$ cat config.mk
export PLATFORM = sky130hd
export DESIGN_NAME = fetch_stage
export DESIGN_NICKNAME = d
export VERILOG_FILES = /design/src/rtl/fetch_stage.sv
export SDC_FILE = /design/constraint.sdc
export NUM_CORES = 1
export LEC_CHECK = 0
export ABC_AREA = 1
export CAP_MARGIN = 0
export CORE_AREA = 2 2 128 130
export CTS_CLUSTER_DIAMETER = 200
export DETAILED_ROUTE_END_ITERATION = 8
export DIE_AREA = 0 0 130 132
export PLACE_DENSITY = 0.85
export SLEW_MARGIN = 20
export SYNTH_ARGS = -nofsm -noshare
export SYNTH_HDL_FRONTEND = slang
export SYNTH_SLANG_ARGS = --single-unit
$ cat constraint.sdc
create_clock -name clk -period 4.48 [get_ports clk]
set_input_delay 0.896 -clock clk [delete_from_list [all_inputs] [get_ports clk]]
set_output_delay 0.896 -clock clk [all_outputs]
set_load 0.05 [all_outputs]
$ cat src/rtl/fetch_stage.sv
// fetch_stage -- IF stage of a single-issue in-order pipeline.
// Owns the PC, drives the instruction memory address combinationally and
// registers the fetched word into the IF/ID register for decode.
// Optional feature: define FETCH_MISALIGN_CHECK_EN to reject redirect targets
// that are not word aligned. A rejected redirect holds the PC, inserts a
// bubble and pulses misalign_fault. Without the macro, the low two target
// bits are cleared and misalign_fault is tied low.
module fetch_stage #(
    parameter int                 A_WIDTH      = 32,
    parameter logic [A_WIDTH-1:0] RESET_VECTOR = 32'hBFC00000
) (
    input  logic               clk,
    input  logic               rst,
    input  logic               stall,
    input  logic               flush,
    input  logic [1:0]         pc_src,
    input  logic [A_WIDTH-1:0] branch_target,
    input  logic [A_WIDTH-1:0] jalr_target,
    output logic [A_WIDTH-1:0] imem_addr,
    input  logic [31:0]        imem_dout,
    output logic [31:0]        instr_d,
    output logic [A_WIDTH-1:0] pc_d,
    output logic [A_WIDTH-1:0] pc_plus4_d,
    output logic               valid_d,
    output logic [31:0]        fetch_count,
    output logic               misalign_fault
);

    localparam logic [31:0]        NOP    = 32'h00000013;
    localparam logic [A_WIDTH-1:0] PC_INC = A_WIDTH'(4);

    // IF/ID pipeline register contents
    typedef struct packed {
        logic [31:0]        instr;
        logic [A_WIDTH-1:0] pc;
        logic [A_WIDTH-1:0] pc_plus4;
        logic               valid;
    } ifid_t;

    logic [A_WIDTH-1:0] pc_q;
    logic [A_WIDTH-1:0] pc_next;
    logic [A_WIDTH-1:0] pc_inc;
    logic [A_WIDTH-1:0] tgt_sel;
    logic [A_WIDTH-1:0] tgt_load;
    logic               redirect;
    logic               tgt_reject;
    logic               advance;
    ifid_t              ifid_q;
    ifid_t              ifid_next;
    logic [31:0]        count_q;

    // Fetch address is the PC itself; no extra latency to the memory
    assign imem_addr = pc_q;

    // Sequential increment wraps naturally at 2^A_WIDTH
    assign pc_inc = pc_q + PC_INC;

    // Only encodings 01 and 10 redirect; 11 behaves like sequential fetch
    assign redirect = (pc_src == 2'b01) || (pc_src == 2'b10);

    // Select the redirect target source
    always_comb begin
        tgt_sel = branch_target;
        if (pc_src == 2'b10) tgt_sel = jalr_target;
    end

`ifdef FETCH_MISALIGN_CHECK_EN
    logic fault_q;

    // Unaligned targets are refused rather than silently rounded
    assign tgt_reject = redirect && (tgt_sel[1:0] != 2'b00);
    assign tgt_load   = tgt_sel;

    // Fault flag is high only for the edge that saw the rejected redirect
    always_ff @(posedge clk) begin
        if (rst) fault_q <= 1'b0;
        else     fault_q <= tgt_reject;
    end

    assign misalign_fault = fault_q;
`else
    assign tgt_reject     = 1'b0;
    assign tgt_load       = {tgt_sel[A_WIDTH-1:2], 2'b00};
    assign misalign_fault = 1'b0;
`endif

    // A real instruction is delivered only when nothing overrides the advance
    assign advance = !redirect && !flush && !stall;

    // Next PC: redirect/flush beat stall, stall beats sequential advance
    always_comb begin
        pc_next = pc_inc;
        if (redirect) begin
            pc_next = tgt_reject ? pc_q : tgt_load;
        end else if (flush) begin
            pc_next = pc_inc;
        end else if (stall) begin
            pc_next = pc_q;
        end
    end

    // Next IF/ID contents: bubble on redirect/flush, hold on stall
    always_comb begin
        ifid_next = ifid_q;
        if (redirect || flush) begin
            ifid_next.instr = NOP;
            ifid_next.valid = 1'b0;
        end else if (!stall) begin
            ifid_next.instr    = imem_dout;
            ifid_next.pc       = pc_q;
            ifid_next.pc_plus4 = pc_inc;
            ifid_next.valid    = 1'b1;
        end
    end

    // PC and IF/ID register update; reset discards any pending redirect/stall
    always_ff @(posedge clk) begin
        if (rst) begin
            pc_q            <= RESET_VECTOR;
            ifid_q.instr    <= NOP;
            ifid_q.pc       <= '0;
            ifid_q.pc_plus4 <= '0;
            ifid_q.valid    <= 1'b0;
        end else begin
            pc_q   <= pc_next;
            ifid_q <= ifid_next;
        end
    end

    // Count every edge that hands a valid instruction to decode
    always_ff @(posedge clk) begin
        if (rst)          count_q <= '0;
        else if (advance) count_q <= count_q + 32'd1;
    end

    assign instr_d     = ifid_q.instr;
    assign pc_d        = ifid_q.pc;
    assign pc_plus4_d  = ifid_q.pc_plus4;
    assign valid_d     = ifid_q.valid;
    assign fetch_count = count_q;

endmodule

# Word level (Yosys, flattened, before mapping)
# Cells that the tools add are included.
[totals] n_memories=0 romBits=0 out_inout_bits=162 mem_bits_rw=0 latchBits=0 elab_cells=29 register_bits=161
[classes] mul=0 bitwise_logic=2 div=0 shifts=0 n_eq_ne=4 muxes=4 reduce_logical=10 magnitude_cmp=0 addsub=2
[ops] cell="$mux W32" n=4
[ops] cell="$add A32 B1 Y32 const B" n=1
[ops] cell="$add A32 B3 Y32 const B" n=1
[ops] cell="$reduce_or A2 Y1" n=2
[ops] cell="$logic_not A1 Y1" n=3
[ops] cell="$ne A3 B1 Y1 const B" n=1
[ops] cell="$eq A2 B1 Y1 const B" n=1
[ops] cell="$eq A2 B2 Y1 const B" n=1
[ops] cell="$logic_and A1 B1 Y1" n=2
[ops] cell="$logic_or A1 B1 Y1" n=2
[ops] cell="$ne A2 B1 Y1 const B" n=1
[ops] cell="$not A1 Y1" n=2
[ops] cell="$reduce_and A2 Y1" n=1

# Longest topological paths before layout
# Gate-level depths: netlist (run 1).
[logic_depth] depth_word=5 depth_mapped=10 depth_no_buf=10

# Worst setup path before layout (run 1)
# Ideal clock, no wire load.
[synth_timing] path_kind="input to register" start="input port pc_src[0]" end="register count_q[21] (netlist: fetch_count[21])" path_buffers=0 path_stages=9 slack_ps=2309 required_ps=4352 t_arrival_ps=2044 path_cell_list="inv_1 > ha_1 > nand2_1 > nor2_4 > nand4_2 > nor2_2 > nand3_1 > nand2_1 > nor2_1"
[synth_between] elab_chain_len=5
[synth_lines] element="start: declaration" line="16" rtl="input logic [1:0] pc_src,"
[synth_lines] element="$eq A2 B1 Y1 / $eq A2 B2 Y1 (equally long branches)" line="59" rtl="assign redirect = (pc_src == 2'b01) || (pc_src == 2'b10);"
[synth_lines] element="$logic_or A1 B1 Y1 (*)" line="59"
[synth_lines] element="$logic_not A1 Y1 (*)" line="88" rtl="assign advance = !redirect && !flush && !stall;"
[synth_lines] element="$logic_and A1 B1 Y1 (*) (2 in a row)" line="88"
[synth_lines] element="end signal: assignment" line="133" rtl="else if (advance) count_q <= count_q + 32'd1;"
[synth_lines] element="end: declaration" line="50" rtl="logic [31:0] count_q;"
# Mark *: on every way between the ends. The rest lies on a longest branch, timed or not.
# A chain may end at the register's enable or synchronous reset.

# Worst setup path after layout (run 1)
[layout_timing] start="input port pc_src[0]" end="register count_q[26] (netlist: fetch_count[26])"
# The elaborated chain is that of the path after synthesis.

==> summary.txt, run 1 <==
Floorplanning
  – Die Y: 132 um
  – Floorplan core area: 15700 sq um
  – Die Span X: 130 um
  – Starting density of the core: 0.486
  – IO Count: 264
  – Num rows: 46
  – Die Area: 17200 sq um

Clock tree
  – CTS Hold Buffers Added: 0
  – Clock root cell: clkbuf_16
  – CTS sink cnt: 155
  – CTS clk-pin slew, worst paths: 60 ps
  – CTS tree: built
  – Post-CTS setup buffers: 0
  – Worst skew pair latency: 420 ps
  – TritonCTS Buffers: 17
  – Post-CTS resize count: 0
  – CTS H-tree lvls: 4
  – Clock tree buffer depth: 2

Final layout
  – Reg area: 3100 sq um
  – Util after Layout: 0.689
  – Filler instances: 1272
  – Fin area: 10800 sq um
  – NumNets Final: 1469
  – Proportion of layout cells with a drive suffix above 1: 0.0545
  – Fin cells: 1593
  – Multi-input gate area: 3920 sq um
  – Syn-to-layout area delta: 41.8%

Global routing
  – Largest net degree at the start of global routing: 71
  – GRT Resource Usage Total: 0.300
  – First-pass GRT wire length: 40400 um
  – Initial antenna violation count: 2
  – Total congestion overflow: 0
  – Number of global-route vias before repair: 7902

Timing
  – Final setup TNS: 0 ps
  – Max-slew violation count: 0
  – Hold Slack: 459 ps
  – Tcrit/Tclk final: 0.643
  – Fmax achieved: 347 MHz
  – Final Hold Vio Count: 0
  – Fin crit period: 2880 ps
  – RSZ-0062 raised after global routing: no
  – Worst Tran Pin Value: 928 ps
  – Final Skew: 9.77 ps
  – Worst rel slew slack: 0.381
  – Setup violators final: 0

Setup path
  – Worst-path maximum fanout: 30
  – CP required: 4840 ps
  – Worst reg2reg path depth: 7
  – Worst Setup SP: pc_src[0]
  – WS Path Type: in -> reg
  – Crit path to: fetch_count[26]
  – Crit path DAT: 3240 ps
  – Reg2reg start: imem_addr[2]
  – CP Launch Type: input port
  – FF-to-FF setup slack: 2440 ps
  – CP Capture Type: flop
  – Critical register-to-register path endpoint: imem_addr[16]

Drt
  – Via count: 8441
  – Top sig layer: met4
  – Wire per inst: 16.3 um
  – DRT iter0 DRCs: 761
  – First drt pass iteration count: 6
  – DRC: 0
  – Met1 wire length: 10200 um
  – Detail Route met2 WL: 12300 um
  – Final ANT Viol Nets: 0
  – Avg Vias per Cell: 5.30
  – WL final: 25900 um
  – Met3 WL: 2200 um

Pwr
  – P per Cell Area: 343 nW/um^2
  – Max IR drop VDD: 270 uV
  – Static Leak: 0.00425 uW

Synthesis
  – Synth top area cells: dfxtp_1 (41%), nand2_1 (18%), a21oi_1 (6.6%)
  – Main flop type after synthesis: dfxtp_1
  – Dominant cell type by area after synthesis: dfxtp_1
  – Avg Inst Size Synth: 6.70 sq um
  – Count leader, synth: nand2_1
  – Cells after Synth: 1139
  – Synth top cells by count: nand2_1 (363), dfxtp_1 (155), nor2_1 (102)
  – Synthesized area: 7630 sq um
  – Post-synthesis sequential area ratio: 0.407
  – Share of the synthesized area in the top cell type: 0.407
  – Synth async-reset ratio: 0
  – Syn. warnings: 0
  – Yosys cell types: 38
  – Post-synth EDFFs: 0
  – FF+latch count, synth: 155

Place
  – Buffers on Ports: 252
  – HPWL Detailed: 19100 um
  – GP Congestion: 0.923
  – Placed cell areas: 10200 sq um
  – Cells after DPL: 1561

Run status
  – Status: complete, no violations

Run
  – Max Cap Viol: 0

Min path
  – Hold Path Class: reg -> reg
-- report_power, final --
group          switching [uW]  internal (uW)  total, uW
registers                81.3           1440       1530
logic                     501            278        779
clock network             578            827       1410
total                    1160           2550       3710
-- placed cells by master, fill, tap and decap left out, drive strengths merged, types with 8 or more instances in the layout --
master and count:
o21bai 13, clkdlybuf4s50 251, or2 8, nor3 11, clkbuf 19, nand4 8
inv 91, nand3b 8, dfxtp 155, a31oi 10, a21oi 100, nand3 86
nor2 113, buf 11, xnor2 10, nand2 365, o21ai 60, o211ai 15
-- per-layer routing --
metal | GRT usage | vias up
li1 | - | 4116
met1 | 0.369 | 3852
met2 | 0.485 | 408
met3 | 0.0775 | 65
met4 | 0.146 | 0
met5 | 0 | -
-- cells by family after synthesis --
family	after synthesis	synth area share
and+or+nand+nor	604	0.338
AOI/OAI and AO/OA	205	0.148
DFF	155	0.407
buffers and inverters	154	0.0825
xor gates and xnor gates	17	0.0195
adders and majority gates	3	0.00492
other	1	0.000491
-- how the worst min path moves through the flow --
stage	start	end	slack, ps	cells past startpoint
after global routing	pc_d[23]	pc_d[23]	480	2
final	instr_d[30]	instr_d[30]	460	2
after floorplan	instr_d[30]	instr_d[30]	670	2
after detailed placement	instr_d[30]	instr_d[30]	450	2
after CTS	instr_d[30]	instr_d[30]	460	2
after global placement	instr_d[30]	instr_d[30]	440	2
-- per-stage QoR --
step | worst slack [ps] | total power, uW
final | 1600 | 3710
after global routing | 1440 | 3830
after CTS | 1550 | 3720
after detailed placement | 1110 | 2320
after global placement | 1150 | 2310
after floorplan | 2310 | 2020
-- worst max-delay path: stages --
cell	delay, ps
clkdlybuf4s50_1	450
inv_1	40
ha_1	360
buf_4	390
nand3_4	180
nor2_4	140
nand2_2	100
nor3_4	260
nand3_1	150
nand2_1	90
nand2_1	50
nor2_1	100
-- area by class of cell --
class,count,share of cell area
multi-input cells,836,0.362
inverters,92,0.0325
repair buffers,262,0.241
diodes,2,0.000462
clock buffers,19,0.0409
flip-flops and latches,155,0.287
well taps,216,0.0250
clock inverters,11,0.0113
-- flip-flops by register name, indices dropped and copies added, names as in the netlist --
name,cells
pc_d,30
instr_d,32
pc_plus4_d,30
valid_d,1
fetch_count,32
imem_addr,30
No activity file was read; power rests on OpenSTA's default activity.
==> inputs of run 2 (changes only) <==
--- a/config.mk
+++ b/config.mk
@@ -7,11 +7,11 @@
 export LEC_CHECK = 0
 export ABC_AREA = 1
 export CAP_MARGIN = 0
-export CORE_AREA = 2 2 128 130
+export CORE_AREA = 2 2 140 142
 export CTS_CLUSTER_DIAMETER = 200
 export DETAILED_ROUTE_END_ITERATION = 8
-export DIE_AREA = 0 0 130 132
-export PLACE_DENSITY = 0.85
+export DIE_AREA = 0 0 142 144
+export PLACE_DENSITY = 0.75
 export SLEW_MARGIN = 20
 export SYNTH_ARGS = -nofsm -noshare
 export SYNTH_HDL_FRONTEND = slang
==> constraint.sdc (replaced) <==
create_clock -name clk -period 2.35 [get_ports clk]
set_input_delay 0.47 -clock clk [delete_from_list [all_inputs] [get_ports clk]]
set_output_delay 0.47 -clock clk [all_outputs]
set_load 0.05 [all_outputs]
==> run 2 against run 1 <==
- flip-flop and latch count unchanged
- highest routed layer unchanged
- non-clock buffer count up 36
- wire length grew 1.8%
- largest power group is now the clock network
- final cell count rose by 3.6%
- total power up 98%
- via count is 0.47% lower
- critical path type is now reg -> out
- setup slack got worse by 1500 ps
- sequential power is 88% higher
- count of clock-buffer cells in the layout decreased by 2
- die area rose by 19%
- sequential share of layout area down 0.99 points
- cell area increased by 3.6%
==> summary.txt, run 2 (same netlist as run 1, synthesis figures left out) <==
Place
  – Dpl ws: -205 ps
  – GP Congestion: 0.955
  – Buffers on Ports: 252
  – Cells after DPL: 1619
  – HPWL Detailed: 19800 um

Clock tree
  – Worst skew pair latency: 430 ps
  – Clock root cell: clkbuf_16
  – Post-CTS setup buffers: 0
  – TritonCTS Buffers: 17
  – CTS H-tree lvls: 4
  – Clock tree buffer depth: 2
  – CTS sink cnt: 155
  – CTS tree: built
  – Post-CTS resize count: 0
  – CTS Hold Buffers Added: 0
  – CTS clk-pin slew, worst paths: 70 ps

Drt
  – DRT iter0 DRCs: 595
  – Avg Vias per Cell: 5.09
  – First drt pass iteration count: 5
  – DRC: 0
  – Final ANT Viol Nets: 0
  – WL final: 26400 um
  – Via count: 8401
  – Wire per inst: 16.0 um

Final layout
  – Most frequent cells in the layout: nand2_1 (363), clkdlybuf4s50_1 (246), dfxtp_1 (155)
  – Util after Layout: 0.587
  – NumNets Final: 1505
  – Syn-to-layout area delta: 46.9%
  – Commonest non-fill, non-tap cell in the layout: nand2_1
  – Fin cells: 1651
  – Proportion of layout cells with a drive suffix above 1: 0.0835
  – Antenna fix cells: 0

Setup path
  – Critical-path top delay cell: clkdlybuf4s50_1
  – CP required: 1880 ps
  – Critical path buffers and inverters: 1
  – Crit path max-delay family: buffers and inverters
  – WS Path Type: reg -> out
  – CP cell instances: clkdlybuf4s50_1
  – Crit path DAT: 1810 ps
  – Crit path largest cell delay: 900 ps
  – CP Capture Type: primary output
  – CP Launch Type: flop
  – Worst-path maximum fanout: 6

Timing
  – RSZ-0062 raised after global routing: no
  – Final Skew: 9.98 ps
  – Fmax achieved: 438 MHz
  – Tcrit/Tclk final: 0.971
  – Fin crit period: 2280 ps
  – Max-slew violation count: 0
  – Final Hold Vio Count: 0
  – Final setup TNS: 0 ps
  – Worst Tran Pin Value: 609 ps
  – Setup violators final: 0
  – Setup WS post-layout: 68.1 ps
  – Worst rel slew slack: 0.593

Pwr
  – Pwr Total: 7350 uW
  – Max IR drop VDD: 556 uV
  – P per Cell Area: 655 nW/um^2
  – Static Leak: 0.00449 uW

Floorplanning
  – Die Span X: 142 um
  – Starting density of the core: 0.400
  – Die Area: 20400 sq um
  – IO Count: 264
  – Num rows: 51
  – Die Y: 144 um
  – Floorplan core area: 19100 sq um

Global routing
  – Number of global-route vias before repair: 7992
  – Total congestion overflow: 0
  – GRT Resource Usage Total: 0.260
  – First-pass GRT wire length: 41600 um
  – Largest net degree at the start of global routing: 72
  – Initial antenna violation count: 0

Min path
  – Hold Path Class: in -> reg

Run
  – Max Cap Viol: 0

Run status
  – Status: complete, no violations
-- run 2: cell types whose count changed in the layout (fill, tap and decap cells not counted), sizes merged --
cell	previous run	this run
clkinv	6	7
inv	91	99
clkdlybuf4s50	251	246
bufinv	2	1
clkbuf	19	17
diode	2	0
clkinvlp	4	0
buf	11	52
-- run 2: path summary, 6_finish.rpt --
path / startpoint / to / slack [ps] / depth (start not counted)
worst max-delay path: imem_addr[3] / imem_addr[3] / 70 / 1
worst min register to register: pc_d[19] / pc_d[19] / 470 / 2
worst min-delay path: rst / fetch_count[9] / 420 / 4
worst max register to register: imem_addr[3] / imem_addr[12] / 460 / 9
-- run 2: final cells by class --
class | instances | area, sq um
Multi-Input combinational cell | 836 | 3920
Clock inverter | 15 | 198
Fill cell | 1718 | 7870
Inverter | 92 | 350
Tap cell | 238 | 298
Sequential cell | 155 | 3100
Clock buffer | 17 | 425
Timing Repair Buffer | 298 | 2910
-- run 2: routing by layer --
| layer | global-route usage | vias to the layer above | part of all wire |
|---|---|---|---|
| li1 | - | 4185 | - |
| met3 | 0.0798 | 54 | 0.10 |
| met5 | 0 | - | 0 |
| met4 | 0.0953 | 0 | 0.030 |
| met2 | 0.426 | 374 | 0.46 |
| met1 | 0.323 | 3788 | 0.40 |
-- run 2: through the flow --
stage | hold slack (ps) | cell area [sq um]
final | 415 | 11200
after global placement | 442 | 10600
after detailed placement | 456 | 10600
after CTS | 408 | 11200
after floorplan | 597 | 7650
after global routing | 453 | 11200
-- run 2: where the power goes --
part,switching [uW],internal (uW),total (uW)
logic,1010,586,1590
registers,123,2750,2870
clock network,1330,1550,2880
total,2460,4880,7350
==> RTL edit 1: new RTL, settings of run 2 <==
Set the parameter `RESET_VECTOR` to 32'h80000000 (it was 32'hBFC00000).
--- a/src/rtl/fetch_stage.sv
+++ b/src/rtl/fetch_stage.sv
@@ -8,5 +8,5 @@
 module fetch_stage #(
     parameter int                 A_WIDTH      = 32,
-    parameter logic [A_WIDTH-1:0] RESET_VECTOR = 32'hBFC00000
+    parameter logic [A_WIDTH-1:0] RESET_VECTOR = 32'h80000000
 ) (
     input  logic               clk,
Check against the original RTL: not equivalent (Yosys sat finds a counterexample within 4 cycles, from zero or initial values and one cycle with rst high).
==> RTL edit 1 against run 2 <==
  * Setup slack improved by 0.0029 ns
  * Sequential cell count did not move
  * Total power shrank 2.1%
  * Count of clock-buffer cells in the layout increased by 4
  * Design area rose by 0.65%
  * Synthesized area rose by 1.1%
  * Wire length shrank 5.2%
==> RTL edit 1: results (changes against run 2) <==
stage;metric;value;unit;change
run_status;status;completed;;unchanged
global_routing;grt_use_total;24.2;%;was 26.0%
route;dr.first_iter.drc_count;584;;was 595
timing;hold_viol;0;;unchanged
pwr;p_leak;4.44;nW;was 4.49 nW
finish;final_layout_size_suffix_gt1_share;8.64;%;was 8.35%
pwr;ir_drop;0.561;mV;was 0.556 mV
placement;dp_hpwl;18700;um;was 19,800 um
worst_setup_path;cp_max_fo;6;;unchanged
placement;dp_worst_setup_slack;-0.184;ns;was -0.205 ns
yosys;synth_warnings;0;;unchanged
cts;worstSkewPairLatency;0.42;ns;
timing;fin_skew;0.00772;ns;was 0.00998 ns
worst_setup_path;worst_path_largest_cell_delay;0.87;ns;was 0.90 ns
yosys;async_flop_share;0;%;unchanged
yosys;synthTopCellsByCount;nand2_1 (374), dfxtp_1 (155), a21oi_1 (109), nor2_1 (101), inv_1 (92);;was nand2_1 (363), dfxtp_1 (155), nor2_1 (102), a21oi_1 (100), inv_1 (88)
cts;numCtsBuffers;17;;unchanged
global_routing;grt_pass1_vias;7734;;was 7,992
cts;clock_path_buffers;2;;unchanged
yosys;dominantRegCellSynth;dfxtp_1;;unchanged
placement;dp.cells;1629;;was 1,619
timing;tightest_slew;0.627;ns;was 0.609 ns
min_path;worstHoldPathType;flop to flop;;was primary input to flop
route;dr.pass1.iters;6;;was 5
cts;root_buffer;clkbuf_16;;unchanged
yosys;yosysUniqueCellTypes;42;;was 38
yosys;ys_seq_area_share;40.2;%;was 40.7%
finish;num-nets-final;1515;;was 1,505
worst_setup_path;crit_family;buffers and inverters;;unchanged
yosys;synthTopCellsByArea;dfxtp_1 (40%), nand2_1 (18%), a21oi_1 (7.1%), nor2_1 (4.9%), inv_1 (4.5%);;was dfxtp_1 (41%), nand2_1 (18%), a21oi_1 (6.6%), nand3_1 (5.4%), nor2_1 (5.0%)
worst_setup_path;cp_slowest_cell;clkdlybuf4s50_1;;unchanged
route;vias;8296;;was 8,401
finish;n_fill_cell;1763;;was 1,718
finish;n_antenna_cell;0;;unchanged
global_routing;antenna_found_initial;0;;unchanged
placement;placed_area;10700;um2;was 10,600 um2
global_routing;grt_start_max_net_pins;49;;was 72
cts;clk_pin_slew;0.06;ns;
worst_setup_path;worst_ep_arrival_time;1.81;ns;about the same
route;wirelength;25000;um;was 26,400 um
route;via_per_inst;4.99;;was 5.09
placement;portBuffers;252;;unchanged
placement;routabilityCongestion;0.945;;was 0.955
global_routing;grt_pass1_wl;39500;um;was 41,600 um
cts;post_cts_buffers;0;;unchanged
yosys;postSynthCellCount;1152;;was 1,139
cts;cts-htree-levels;4;;unchanged
[RTL edit 1: cell types whose count changed in the layout (fill, tap and decap cells not counted), sizes merged, moves of 3 or more]
cell                  run 2  this run
a21oi                   100       109
buf                      52        46
clkbuf                   17        21
clkdlybuf4s50           246       250
clkinv                    7         4
clkinvlp                  0         3
nand2                   365       383
nand3                    86        62
nor2                    113       119
nor3                     11         4
o211ai                   15        19
xor2                      7        10
[RTL edit 1: layout make-up]
cell class	count	area [um2]	share of cell area (%)
clock inverter	11	135	1.20
tap	238	298	2.64
multi-input combinational	840	3980	35.3
timing repair buffer	297	2930	26.0
sequential	155	3100	27.5
inverter	99	374	3.32
clock buffer	21	460	4.08
[RTL edit 1: final timing paths]
check | startpoint | endpoint | slack, ns | cells after the start
worst max-delay path | imem_addr[2] | imem_addr[2] | 0.07 | 1
worst min-delay path | pc_plus4_d[2] | pc_plus4_d[2] | 0.46 | 2
worst max register to register | imem_addr[2] | imem_addr[16] | 0.39 | 7
worst min register to register | pc_plus4_d[2] | pc_plus4_d[2] | 0.46 | 2
[RTL edit 1: kinds of logic (layout without fill, tap and decap cells)]
group	Yosys count	in the layout	share of synthesized area, %
compound gates	216	216	15.4
xor+xnor	20	20	2.27
fa+ha+maj	3	3	0.486
buf+inv	163	428	8.61
flops	155	155	40.2
other cells	1	7	0.0486
simple gates	594	594	33.0
[RTL edit 1: metal layers]
| layer | part of all wire (%) | track usage, % | wire length, um | vias up |
|---|---|---|---|---|
| met1 | 44 | 31.1 | 11000 | 3791 |
| li1 | - | - | - | 4189 |
| met4 | 2.4 | 8.53 | 589 | 0 |
| met3 | 6.3 | 4.54 | 1570 | 36 |
| met5 | 0 | 0 | 0 | - |
| met2 | 48 | 41.0 | 11900 | 280 |
[RTL edit 1: where the power goes]
part           total [mW]  internal, mW  switching [mW]  leakage (nW)
clock                2.80          1.64            1.17         0.281
sequential           2.87          2.75           0.123          1.26
combinational        1.51         0.568           0.945          2.89
[RTL edit 1: tightest hold or removal path: cells and delay by family, from the launching register on]
family | cells | cell delay [ns]
flops | 1 | 0.31
simple gates | 1 | 0.06
compound gates | 1 | 0.05
[RTL edit 1: what timing repair did]
action	CTS	global route
gates resized for setup	0	1
setup endpoints to repair	0	1
endpoints found under the hold margin	0	0
hold buffers	0	0
==> RTL edit 2: new RTL, config.mk and constraints of run 2 <==
Without the edit above. Add an input register stage for `branch_target` and `jalr_target`, without a reset; this delays them by one clock. The other inputs are not delayed to match.
--- a/src/rtl/fetch_stage.sv
+++ b/src/rtl/fetch_stage.sv
@@ -38,4 +38,12 @@
     } ifid_t;
 
+    logic [A_WIDTH-1:0] branch_target_q;
+    logic [A_WIDTH-1:0] jalr_target_q;
+
+    always_ff @(posedge clk) begin
+        branch_target_q <= branch_target;
+        jalr_target_q   <= jalr_target;
+    end
+
     logic [A_WIDTH-1:0] pc_q;
     logic [A_WIDTH-1:0] pc_next;
@@ -61,6 +69,6 @@
     // Select the redirect target source
     always_comb begin
-        tgt_sel = branch_target;
-        if (pc_src == 2'b10) tgt_sel = jalr_target;
+        tgt_sel = branch_target_q;
+        if (pc_src == 2'b10) tgt_sel = jalr_target_q;
     end
 
Check against the original RTL: not equivalent (Yosys sat finds a counterexample within 4 cycles, from zero or initial values and one cycle with rst high).
==> RTL edit 2 against run 2 <==
  * Global-route usage fell by 0.99 points
  * Synthesized area up 15%
  * Via count grew 2.4%
  * Sequential cell count increased by 60
  * Die area unchanged
  * Total power increased by 24%
  * Design area is 12% higher
  * Wire length is 0.35% higher
  * Critical path depth is the same
  * Setup slack worse by 0.032 ns
  * Critical endpoint is now imem_addr[9]
==> RTL edit 2: results (changes against run 2) <==
stage;metric;value;unit;change
cts;clock_path_buffers;3;;was 2
global_routing;grt_use_total;25.0;%;was 26.0%
pwr;p_leak;5.19;nW;was 4.49 nW
yosys;postSynthCellCount;1194;;was 1,139
route;wire_per_inst;15.5;um;was 16.0 um
pwr;p_switching;2.61;mW;was 2.46 mW
global_routing;use_met1;33.0;%;was 32.3%
cts;worstSkewPairLatency;0.51;ns;was 0.43 ns
timing;max_freq;0.432;GHz;was 0.438 GHz
yosys;synthTopCellsByArea;dfxtp_1 (49%), nand2_1 (16%), a21oi_1 (5.5%), nor2_1 (4.6%), inv_1 (3.7%);;was dfxtp_1 (41%), nand2_1 (18%), a21oi_1 (6.6%), nand3_1 (5.4%), nor2_1 (5.0%)
placement;routabilityCongestion;0.945;;was 0.955
worst_setup_path;startpoint;imem_addr[9];;was imem_addr[3]
cts;numCtsBuffers;23;;was 17
run_status;status;completed;;unchanged
timing;hold_ws;0.244;ns;was 0.415 ns
route;dr.first_iter.drc_count;594;;was 595
global_routing;grt_use_met2;40.5;%;was 42.6%
timing;fin_skew;0.0199;ns;was 0.00998 ns
worst_setup_path;r2r_slack;0.40;ns;was 0.46 ns
global_routing;gr-usage-met3;5.60;%;was 7.98%
worst_setup_path;worst_ep_arrival_time;1.84;ns;was 1.81 ns
yosys;ys_seq_area_share;49.0;%;was 40.7%
placement;placed_area;11800;um2;was 10,600 um2
route;vias;8599;;was 8,401
timing;fin_ws;0.0366;ns;was 0.0681 ns
placement;dp.cells;1672;;was 1,619
yosys;synthTopCellsByCount;nand2_1 (383), dfxtp_1 (215), nor2_1 (108), a21oi_1 (97), inv_1 (86);;was nand2_1 (363), dfxtp_1 (155), nor2_1 (102), a21oi_1 (100), inv_1 (88)
placement;dp_hpwl;19100;um;was 19,800 um
finish;num-nets-final;1564;;was 1,505
global_routing;grt_pass1_vias;7906;;was 7,992
global_routing;grt_pass1_wl;40800;um;was 41,600 um
==> RTL edit 2: cell count changes in the layout (fill, tap and decap cells not counted), sizes merged, moves of 5 or more <==
cell and change:
dlymetal6s2s +5, clkdlybuf4s50 -9, o211ai -5, clkbuf +14, xor2 +6, nand3 -22, dlygate4sd2 +9, buf -7
nor3 -5, inv -10, dfxtp +60, nand2 +19
==> RTL edit 2: layer usage <==
| metal | wire length, um | vias up |
|---|---|---|
| li1 | - | 4328 |
| met1 | 11400 | 3896 |
| met2 | 12000 | 317 |
| met3 | 2130 | 58 |
| met4 | 870 | 0 |
| met5 | 0 | - |
==> RTL edit 2: cells by family after synthesis <==
logic type	after synthesis	synth area share, %
xor gates and xnor gates	24	2.39
adders and majority gates	3	0.428
other	1	0.0427
DFF	215	49.0
buffers and inverters	151	7.02
and+or+nand+nor	601	28.6
AOI/OAI and AO/OA	199	12.5
==> RTL edit 2: path summary, 6_finish.rpt <==
| check | to | cells after the start |
|---|---|---|
| hold reg to reg | instr_d[14] | 2 |
| hold / removal | imem_addr[30] | 2 |
| setup / recovery | imem_addr[9] | 1 |
| setup reg to reg | imem_addr[16] | 7 |
==> RTL edit 2: final cells by class <==
type | count | share of cell area (%)
Tap cell | 238 | 2.38
Clock buffer | 31 | 5.31
Clock inverter | 10 | 0.699
Timing Repair Buffer | 296 | 23.5
Multi-Input combinational cell | 834 | 31.0
Inverter | 89 | 2.71
Sequential cell | 215 | 34.4
==> RTL edit 2: timing repair <==
action / in CTS / in global routing
hold endpoints to repair: 0 / 0
setup endpoints to repair: 9 / 5
gates resized for setup: 9 / 5
==> RTL edit 2: power by group through the flow <==
stage          sequential [mW]  clock [mW]  combinational [mW]
2_1_floorplan             4.43           0               0.493
3_5_place_dp              4.04           0                1.55
5_1_grt                   3.98        3.78                1.65
6_report                  3.97        3.59                1.55
4_1_cts                   3.97        3.64                1.55
3_3_place_gp              4.04           0                1.54
